## src/rtl/ps2_rx_sequencer_if.sv

```systemverilog
// PS/2 receiver bus: raw PS/2 lines in, keyboard-buffer write port and status out.
interface ps2_rx_sequencer_if;
  logic        ps2_clk;
  logic        ps2_data;
  logic [11:0] ra;
  logic [11:0] wa;
  logic        we;
  logic [7:0]  wr_data;
  logic        rx_err;
  logic [7:0]  drop_cnt;

  modport master (
    output ps2_clk, ps2_data, ra, wa,
    input  we, wr_data, rx_err, drop_cnt
  );

  modport slave (
    input  ps2_clk, ps2_data, ra, wa,
    output we, wr_data, rx_err, drop_cnt
  );
endinterface

```

## src/rtl/ps2_rx_sequencer.sv

```systemverilog
// PS/2 frame receiver that writes scan codes into a circular keyboard buffer.
// Optional macro PS2_PARITY_CHECK_EN rejects frames with bad odd parity.
module ps2_rx_sequencer #(
  parameter int FILTER_LEN  = 4,
  parameter int TIMEOUT_CYC = 50000
) (
  input  logic              wr_clk,
  input  logic              reset,
  ps2_rx_sequencer_if.slave bus
);

  localparam int          FCW     = $clog2(FILTER_LEN + 1);
  localparam logic [15:0] TO_LAST = 16'(TIMEOUT_CYC - 1);

  typedef enum logic [2:0] {IDLE, DATA, PARITY, STOP, EMIT} state_t;

  state_t         state, state_d;
  logic           clk_p0, clk_p1, data_p0, data_p1;
  logic           filt, fall;
  logic [FCW-1:0] fcnt;
  logic [7:0]     shift;
  logic [2:0]     bit_cnt;
  logic [15:0]    to_cnt;
  logic [7:0]     hold;
  logic           rx_err;
  logic [7:0]     drop_cnt;
  logic           frame_err;
  logic           par_bad;
  logic           full;

  // Stage p0/p1: two-flop synchronizers; lines idle high
  always_ff @(posedge wr_clk or posedge reset) begin
    if (reset) begin
      clk_p0  <= 1'b1;
      clk_p1  <= 1'b1;
      data_p0 <= 1'b1;
      data_p1 <= 1'b1;
    end else begin
      clk_p0  <= bus.ps2_clk;
      clk_p1  <= clk_p0;
      data_p0 <= bus.ps2_data;
      data_p1 <= data_p0;
    end
  end

  // Filter stage: level follows clk_p1 only after FILTER_LEN agreeing samples
  always_ff @(posedge wr_clk or posedge reset) begin
    if (reset) begin
      filt <= 1'b1;
      fcnt <= '0;
      fall <= 1'b0;
    end else begin
      fall <= 1'b0;
      if (clk_p1 == filt) begin
        fcnt <= '0;
      end else if (fcnt == FCW'(FILTER_LEN - 1)) begin
        filt <= clk_p1;
        fcnt <= '0;
        fall <= filt;
      end else begin
        fcnt <= fcnt + 1'b1;
      end
    end
  end

`ifdef PS2_PARITY_CHECK_EN
  logic par;

  always_ff @(posedge wr_clk or posedge reset) begin
    if (reset)
      par <= 1'b0;
    else if (state == PARITY && fall)
      par <= data_p1;
  end

  // Odd parity over data plus parity bit; even weight is an error
  assign par_bad = ~^{shift, par};
`else
  assign par_bad = 1'b0;
`endif

  assign full = (bus.wa + 12'd1) == bus.ra;

  always_ff @(posedge wr_clk or posedge reset) begin
    if (reset)
      state <= IDLE;
    else
      state <= state_d;
  end

  always_comb begin
    state_d   = state;
    frame_err = 1'b0;
    case (state)
      IDLE:   if (fall && !data_p1) state_d = DATA;
      DATA:   if (fall && bit_cnt == 3'd7) state_d = PARITY;
      PARITY: if (fall) state_d = STOP;
      STOP: begin
        if (fall) begin
          if (!data_p1 || par_bad) begin
            state_d   = IDLE;
            frame_err = 1'b1;
          end else begin
            state_d = EMIT;
          end
        end
      end
      EMIT:    state_d = IDLE;
      default: state_d = IDLE;
    endcase
    // A falling edge in the same cycle always beats the timeout
    if ((state inside {DATA, PARITY, STOP}) && !fall && to_cnt == TO_LAST) begin
      state_d   = IDLE;
      frame_err = 1'b1;
    end
  end

  // Frame stage: shifter, timeout, status counters
  always_ff @(posedge wr_clk or posedge reset) begin
    if (reset) begin
      shift    <= '0;
      bit_cnt  <= '0;
      to_cnt   <= '0;
      hold     <= '0;
      rx_err   <= 1'b0;
      drop_cnt <= '0;
    end else begin
      if (state == IDLE || fall)
        to_cnt <= '0;
      else
        to_cnt <= to_cnt + 1'b1;

      if (state == IDLE && fall && !data_p1)
        bit_cnt <= '0;
      else if (state == DATA && fall) begin
        shift   <= {data_p1, shift[7:1]};
        bit_cnt <= bit_cnt + 1'b1;
      end

      if (frame_err)
        rx_err <= 1'b1;

      if (state == EMIT) begin
        if (full) begin
          if (drop_cnt != 8'hFF)
            drop_cnt <= drop_cnt + 1'b1;
        end else begin
          hold <= shift;
        end
      end
    end
  end

  assign bus.we       = (state == EMIT) && !full;
  assign bus.wr_data  = bus.we ? shift : hold;
  assign bus.rx_err   = rx_err;
  assign bus.drop_cnt = drop_cnt;

endmodule

```

## src/flat_wrapper.sv

```systemverilog
// flat-port wrapper written by rule: the top's interface ports become plain ports
module ps2_rx_sequencer_flat 
#(
  parameter int FILTER_LEN  = 4,
  parameter int TIMEOUT_CYC = 50000
)
  (wr_clk, reset, bus_ps2_clk, bus_ps2_data, bus_ra, bus_wa, bus_we, bus_wr_data, bus_rx_err, bus_drop_cnt);
  ps2_rx_sequencer_if bus_i ();
  input  logic wr_clk;
  input  logic reset;
  input wire logic [$bits(bus_i.ps2_clk)-1:0] bus_ps2_clk;
  input wire logic [$bits(bus_i.ps2_data)-1:0] bus_ps2_data;
  input wire logic [$bits(bus_i.ra)-1:0] bus_ra;
  input wire logic [$bits(bus_i.wa)-1:0] bus_wa;
  output wire logic [$bits(bus_i.we)-1:0] bus_we;
  output wire logic [$bits(bus_i.wr_data)-1:0] bus_wr_data;
  output wire logic [$bits(bus_i.rx_err)-1:0] bus_rx_err;
  output wire logic [$bits(bus_i.drop_cnt)-1:0] bus_drop_cnt;
  assign bus_i.ps2_clk = bus_ps2_clk;
  assign bus_i.ps2_data = bus_ps2_data;
  assign bus_i.ra = bus_ra;
  assign bus_i.wa = bus_wa;
  assign bus_we = bus_i.we;
  assign bus_wr_data = bus_i.wr_data;
  assign bus_rx_err = bus_i.rx_err;
  assign bus_drop_cnt = bus_i.drop_cnt;
  ps2_rx_sequencer #(.FILTER_LEN(FILTER_LEN), .TIMEOUT_CYC(TIMEOUT_CYC)) u_core (.wr_clk(wr_clk), .reset(reset), .bus(bus_i));
endmodule
```

## config.mk

```make
export PLATFORM = sky130hd
export DESIGN_NAME = ps2_rx_sequencer_flat
export DESIGN_NICKNAME = d
export VERILOG_FILES = /design/src/rtl/ps2_rx_sequencer_if.sv /design/src/rtl/ps2_rx_sequencer.sv /design/src/flat_wrapper.sv
export SDC_FILE = /design/constraint.sdc
export NUM_CORES = 1
export LEC_CHECK = 0
export CAP_MARGIN = 20
export CORE_UTILIZATION = 63
export DETAILED_ROUTE_END_ITERATION = 8
export DONT_BUFFER_PORTS = 1
export HOLD_SLACK_MARGIN = 0.03
export PLACE_DENSITY = 0.79
export REMOVE_ABC_BUFFERS = 1
export SYNTH_ARGS = -nofsm -noshare
export SYNTH_HDL_FRONTEND = slang
export SYNTH_SLANG_ARGS = --single-unit
```

## constraint.sdc

```tcl
create_clock -name wr_clk -period 3.5 [get_ports wr_clk]
set_clock_uncertainty 0.15 [all_clocks]
set_input_delay 0.7 -clock wr_clk [delete_from_list [all_inputs] [get_ports wr_clk]]
set_output_delay 0.7 -clock wr_clk [all_outputs]
set_load 0.005 [all_outputs]
```

==> results summary, run 1 <==
The run finished, with violations left. The number of detailed-route iterations in the first pass is 6. The post-route core utilization came out at 70.9%. The simple-gate share of the synthesized area is 18.8%.

The number of antenna violations at the first check in global routing came out at 0. The area enclosed by the die boundary came out at 4990 µm². The post-detailed-routing wire length is 4790 µm. The shortest period the worst path allows is 3290 ps. The insertion delay to the later sink of the worst-skew pair is ~300 ps.

The most instantiated flip-flop cell in the synthesis netlist is dfrtp_1. The count of buffers inserted at the top-level ports is 0. The buffer and inverter count on the worst path is 1. Sequential cells were found to cover 47.4% of the synthesized design area. The tree is rooted in a clkbuf_8. The antenna diode count is 0. The data required time of the worst path is 2650 ps. In the finished design, the share of the clock period the worst path needs comes to a little over nine tenths.

The yosys synthesis warning count came out at 0. The total of cells resized after clock tree synthesis is 0. The number of pins exceeding their max-slew limit in the final report is 0. The maximum number of buffers from clock root to sink came out at 2. At the end of routability-driven placement, the weighted congestion stood at 0.745.

The number of H-tree levels came out at 2. The maximum single-stage delay on the critical path is 310 ps. The fraction of layout cells with a size suffix above 1 is 19.7%. The final non-filler cell area came out at 3150 µm².

The initial standard-cell utilization of the core is 66.8%. Summing the areas of all compound-gate instances in the mapped netlist gives 6.62% of the synthesized area. The horizontal extent of the die came out at 70.6 µm. The largest vdd supply drop is slightly above 0.3 mV. The standard-cell row count is 24.

After detailed routing, the average wire length per cell comes to approximately 15 µm. The peak fanout along the critical path is 17. The parity-gate share of the synthesized area counting xor and xnor cells came out at 9.99%.

The final worst-path setup slack came out at slightly above 200 ps. The number of failing hold endpoints at the final stage came to 0. The post-CTS setup buffer count is 0.

The global-route usage over all layers came out at between 20% and 30%. After detailed routing, the number of vias per cell comes to 6.01. Power spread over the standard cell area amounts to between 400 and 500 nW/µm². The number of setup violations in the final report is 0.

In this run the worst hold path is classified as reg2reg. The cell total after placement is approximately 320. The I/O pin total is 46. The headroom to the max-slew limit came out at 63.2%. The combinational family with the most area after synthesis is simple AND/OR/NAND/NOR gates.

The standard cell core area is about 4400 µm². Once placement finished, the instance area stood at 3010 µm². Summed over all nets, the half-perimeter wirelength after detailed placement is between 3000 and 4000 µm. The clock-pin transition on the worst setup and hold timing paths is 90 ps. Multiplexer cells account for 11.7% of the synthesized area. The pin slew with the least headroom to its limit came out at between 500 and 600 ps. From synthesis to final layout, the design area changed by 6.20%. The highest achievable clock rate came out at 304 MHz.

In the synthesized netlist, the number of instances is 269. The maximum number of pins on one net before global-route repair came out at 54. The nature of the critical path endpoint is a primary output. The post-layout total power came out at roughly 1.3 mW.

The violation count after the first detailed-routing iteration is 90. The number of enable-type register cells in the synthesized netlist came out at 0. The worst setup path is launched from a primary input. The number of nets with antenna violations after routing came out at 0. Excluding fillers, the count of instances in the completed layout stands at approximately 330.

The worst setup path is of the in2out kind. For this design, the sink count on the clock tree is 56. The count of max-cap constraint violations is 0. The checks that failed: DRC. The flop and latch count out of synthesis is 56. After detailed routing, the number of remaining DRC violations is 2. Setup repair after global routing left no endpoint under its margin.

In this run the vertical extent of the chip is 70.6 µm. TritonCTS built the clock tree. The via count of the first global-routing pass came to 2,011.

Among cell families on the critical path, the largest total delay comes from simple AND/OR/NAND/NOR gates. The wire length of the first global-routing pass came out at slightly below 9000 µm. The post-synthesis instance area is 2970 µm². Prior to clock tree synthesis, the placed netlist has a worst setup slack of 204 ps.

The unique cell type count in the Yosys netlist came out at 47. The worst hold slack came out at between 200 and 250 ps. The adder and majority gate portion of the synthesized area is 2.53%. The share of synthesized registers carrying an async set or reset is 100%. The overall overflow remaining after global route came out at 0. The highest-delay cell along the critical path is mux2_4.

The total negative setup slack is 0 ps. The synthesized area per cell is 11.0 µm². The via count is 1,960.

The number of buffers created by CTS came out at 5. The leakage power of the design came out at 1.38 nW. The number of nets in the final layout came out at 307. The data arrival time at the worst-slack endpoint is 2440 ps. The signal on the critical path passes through ha_1, and4_1, nand3_2, xnor2_2, o221ai_2, a211oi_4, or2_1, buf_12, mux2_4.
==> power breakdown <==
group / switching (mW) / leakage [nW] / total [mW] / internal [mW]
combinational: 0.0908 / 0.569 / 0.161 / 0.0703
clock: 0.200 / 0.0541 / 0.411 / 0.212
sequential: 0.0295 / 0.761 / 0.719 / 0.689
total: 0.320 / 1.38 / 1.29 / 0.971
==> sequential cells by signal (all words and copies together) (netlist names) <==
| name | count |
|---|---|
| u_core.to_cnt | 16 |
| u_core.bus.drop_cnt | 8 |
| u_core.hold | 8 |
| u_core.shift | 8 |
| u_core.bit_cnt | 3 |
| u_core.fcnt | 3 |
| u_core.state | 3 |
| u_core.bus.rx_err | 1 |
| u_core.clk_p0 | 1 |
| u_core.clk_p1 | 1 |
| u_core.data_p0 | 1 |
| u_core.data_p1 | 1 |
| u_core.fall | 1 |
| u_core.filt | 1 |
==> repair_timing <==
action,4_1_cts,5_1_grt
endpoints found under the setup margin,0,0
hold endpoints to repair,0,7
hold buffers,0,1
==> placed cells by master, fill, tap and decap left out, drive strengths merged, types with 2 or more instances in the layout <==
cell type,n
a21oi,9
dfrtp,51
dfstp,5
buf,5
xor2,11
nor3b,3
nand4,9
nor4,4
mux2,27
xnor2,22
a22o,2
ha,6
and3,2
inv,6
o22ai,2
nand2b,2
or2,3
nor2b,3
or3,6
clkbuf,5
nand2,16
o21ai,6
a31oi,2
nand3,15
and4,3
nor3,7
nor2,25
==> worst paths after layout <==
path	cells after the start	startpoint	end	slack, ps
setup reg to reg	5	u_core.state[1]	u_core.bus.drop_cnt[1]	1530
setup / recovery	9	bus_wa[0]	bus_wr_data[1]	210
min in group asynchronous	2	reset	u_core.bus.drop_cnt[5]	610
hold reg to reg	0	u_core.clk_p0	u_core.clk_p1	210
hold / removal	0	u_core.clk_p0	u_core.clk_p1	210
max in group asynchronous	3	reset	u_core.data_p1	2050
==> area by class of cell <==
cell class,instances,area (µm²)
fill,318,1290
inverter,6,22.5
clock buffer,5,68.8
multi-input combinational,198,1470
sequential,56,1410
tap,52,65.1
clock inverter,3,42.5
timing repair buffer,6,72.6
==> layer usage <==
metal / vias up / GRT usage (%) / part of all wire (%)
met5: - / 0 / 0
met4: 0 / 5.78 / 0.84
met3: 4 / 6.13 / 4.3
met2: 44 / 36.1 / 48
met1: 957 / 28.5 / 46
li1: 955 / - / -
==> cells by family (layout without fill, tap and decap cells) <==
family	Yosys count	in the layout
xor gates and xnor gates	33	33
buffers and inverters	15	20
AOI/OAI and AO/OA	28	28
muxes	28	28
and+or+nand+nor	103	103
adders and majority gates	6	6
DFF	56	56
==> synthesized netlist by cell type, types with 2 or more instances <==
master | number | area share (%)
and4_1 | 2 | 0.59
ha_1 | 6 | 2.5
nand2b_1 | 2 | 0.42
nor4_1 | 4 | 0.84
a31oi_1 | 2 | 0.42
a21oi_1 | 9 | 1.5
o22ai_1 | 2 | 0.42
clkbuf_1 | 6 | 0.76
dfrtp_1 | 51 | 43
o21ai_0 | 6 | 1.0
nand2_1 | 16 | 2.0
mux2_2 | 18 | 6.8
nand4_1 | 9 | 1.9
nor2b_1 | 3 | 0.63
nor2_1 | 25 | 3.2
buf_6 | 2 | 0.76
nand3_1 | 13 | 2.2
xnor2_1 | 21 | 6.2
nor3_1 | 7 | 1.2
nor3b_1 | 3 | 0.76
inv_1 | 6 | 0.76
xor2_1 | 11 | 3.2
and3_1 | 2 | 0.42
or3_1 | 6 | 1.3
mux2_4 | 9 | 4.6
or2_2 | 2 | 0.42
dfstp_2 | 5 | 4.4
a22o_1 | 2 | 0.59
(Power assumes the default switching activity.)
==> run 2: changes to the inputs <==
--- a/config.mk
+++ b/config.mk
@@ -6,6 +6,7 @@
 export NUM_CORES = 1
 export LEC_CHECK = 0
 export CAP_MARGIN = 20
+export CORE_ASPECT_RATIO = 1.2
 export CORE_UTILIZATION = 63
 export DETAILED_ROUTE_END_ITERATION = 8
 export DONT_BUFFER_PORTS = 1
==> run 2 against run 1 <==
  * The flow now finishes without violations
  * Clock power rose by 2%
  * Via count increased by 0.92%
  * Clock-buffer cell count up 1
==> results summary, run 2 (synthesis results as in run 1) <==
The flow ran to the end, and the final reports show no timing, DRC or antenna violations. The library cells used most frequently in the layout, excluding fill and tap cells, are dfrtp_1, nor2_1, xnor2_1. The post-route DRC violation count is 0 (-2). The post-detailed-routing wire length is 4810 µm (+0.33%).

The detailed placement HPWL came out at 3580 µm (+2.0%). The largest vdd supply drop is 0.275 mV (-9.8%). The number of detailed-route iterations in the first pass is 4 (-2). The data arrival time at the worst-slack endpoint came out at 2490 ps (+50 ps). The path class of the lowest-slack min-delay path is in2async. The standard-cell row count came out at 27 (+13%).

The flip-flop count of the largest register, all copies and words added is 16 (unchanged). The area growth from synthesis to layout is 5.65%. The clock power share was 32.4% (+0.5 points).

The vertical die dimension came out at 77.2 µm (+9.3%). The worst setup path is of the in2out kind. The violation count after the first detailed-routing iteration came out at 107 (+19%).

The via count of the first global-routing pass came out at 1,940 (-3.5%). The weighted congestion at the end of routability-driven global placement was 0.746 (about the same). The combinational fraction of design power is 12.1% (-0.4 points).

The maximum number of buffers from clock root to sink is 2 (unchanged). The antenna diode count came to 0 (unchanged). The proportion of power drawn by flip-flops and latches was 55.5% (-0.2 points). The clock-pin transition on the worst setup and hold timing paths is 90 ps (about the same). The clock tree from TritonCTS is done. Walking the worst path, the cells encountered are ha_1, nand2_1, nor4_1, o221ai_2, a211oi_4, or2_1, buf_12, mux2_4. The internal cell power came out at 0.973 mW (+0.14%). The count of max-cap constraint violations came out at 0 (unchanged).

The number of setup violations in the final report is 0 (unchanged). The area enclosed by the die boundary came to 4990 µm² (about the same). The standard cell core area came to 4560 µm² (+2.6%). The leakage power of the design is 1.37 nW (-0.82%).

The data required time of the worst path came out at 2650 ps (about the same). The library cell used most frequently in the layout, excluding fill and tap cells, is dfrtp_1. The pin slew with the least headroom to its limit is 568 ps (+20.0 ps). The portion of the clock cycle consumed by the worst path in the final layout came out at 95.5% (+1.4 points).

The worst setup path is captured at a primary output. The number of buffers created by CTS came out at 5 (unchanged). The maximum number of pins on one net before global-route repair is 46 (-15%). The number of pins exceeding their max-slew limit in the final report is 0 (unchanged). The average vias per placed instance was 5.99 (-0.30%). Setup repair after global routing left no endpoint under its margin. The global-route usage over all layers came out at 21.3% (-0.46 points). The post-layout total power is 1.29 mW (+0.25%). The number of antenna violations at the first check in global routing was 0 (unchanged). The I/O pin total came out at 46 (unchanged). The number of nets in the final layout came to 305 (-0.65%).

The highest achievable clock rate is 299 MHz (-1.5%). The number of nets with antenna violations after routing came out at 0 (unchanged). The insertion delay to the later sink of the worst-skew pair is 310 ps (about the same). The overall overflow remaining after global route came to 0 (unchanged). The switching part of the total power came out at 24.9% (+0.084 points). The via count is 1,978 (+0.92%).

The post-place setup slack is 177 ps (-27.7 ps). The horizontal extent of the die came to 64.7 µm (-8.5%). Among all stages on the critical path, the largest delay is contributed by nor4_1. The clock sink count came out at 56 (unchanged). The initial standard-cell utilization of the core came out at 65.1% (-1.7 points). The peak fanout along the critical path is 17 (unchanged).

The shortest period the worst path allows came out at 3340 ps (+49.0 ps). The count of buffers inserted at the top-level ports was 0 (unchanged). The power density normalized to cell area was 413 nW/µm² (+0.77%).

The average detailed-routed wire length per instance is 14.6 µm (-0.88%). CTS placed an instance of clkbuf_8 at the clock tree root. The maximum single-stage delay on the critical path came out at 330 ps (+20 ps). The final worst-path setup slack came out at 158 ps (-49.0 ps). The number of failing hold endpoints at the final stage came out at 0 (unchanged).

The headroom to the max-slew limit is 61.9% (-1.2 points). STA classifies the critical path startpoint as a primary input. The wire length of the first global-routing pass is 8310 µm (-4.3%).

Ranked by flip-flop count, first place goes to u_core.to_cnt. The number of H-tree levels is 2 (unchanged). The fraction of layout cells with a size suffix above 1 is 19.5% (-0.22 points).

The switching power came out at 0.322 mW (+0.59%).
[run 2: cell types whose count changed in the layout (fill, tap and decap cells not counted)]
cell           change
buf_12             -1
clkbuf_1           +1
clkinv_2           -1
clkinvlp_4         -1
dlygate4sd3_1      -1
inv_6              +1
nor4_1             -1
nor4_2             +1
[run 2: layer usage]
metal	GRT usage (%)	routed length (µm)
met4	7.33	76
met3	5.36	219
met1	25.7	2030
met2	36.5	2480
met5	0	0
[run 2: per-stage QoR]
| stage | setup TNS [ps] | instance area [µm²] | instances | hold slack [ps] | util [%] |
|---|---|---|---|---|---|
| 2_1_floorplan | -909 | 2900 | 260 | 195 | - |
| 5_1_grt | 0 | 3140 | 330 | 39.5 | 68.8 |
| 6_report | 0 | 3140 | 330 | 33.8 | 68.8 |
| 3_3_place_gp | 0 | 3020 | 322 | 196 | 66.2 |
| 4_1_cts | 0 | 3130 | 330 | 32.6 | 68.6 |
| 3_5_place_dp | 0 | 3020 | 322 | 199 | 66.2 |
[run 2: what timing repair did]
item,CTS,global route
gates resized for setup,0,1
setup buffers,0,0
hold buffers,0,0
endpoints found under the setup margin,0,2
[run 2: final cells by class]
| type | count | area [µm²] |
|---|---|---|
| Sequential cell | 56 | 1410 |
| Fill cell | 332 | 1430 |
| Tap cell | 58 | 72.6 |
| Multi-Input combinational cell | 198 | 1480 |
| Clock inverter | 2 | 38.8 |
| Timing Repair Buffer | 4 | 42.5 |
| Inverter | 6 | 22.5 |
| Clock buffer | 6 | 72.6 |
[run 2: path summary, 6_finish.rpt]
kind / startpoint / endpoint / slack (ps) / cells after the start
setup / recovery: bus_wa[0] / bus_wr_data[4] / 160 / 8
hold / removal: reset / u_core.bus.drop_cnt[2] / 30 / 1
setup reg to reg: u_core.bus.drop_cnt[2] / u_core.bus.drop_cnt[1] / 1490 / 6
hold reg to reg: u_core.clk_p0 / u_core.clk_p1 / 210 / 0
max in group asynchronous: reset / u_core.data_p1 / 2350 / 2
min in group wr_clk: u_core.clk_p0 / u_core.clk_p1 / 210 / 0
[run 2: critical path: cells and delay by family]
kind	cells	cell delay [ps]
buf+inv	1	170
mux	1	320
compound gates	2	400
fa+ha+maj	1	280
simple gates	3	610
[run 2: power by group through the flow]
stage	logic, mW	registers, mW	clock network [mW]
finish	0.157	0.718	0.420
CTS	0.160	0.718	0.432
global route	0.183	0.723	0.455
floorplan	0.129	0.724	0
global placement	0.155	0.729	0
detailed placement	0.159	0.731	0
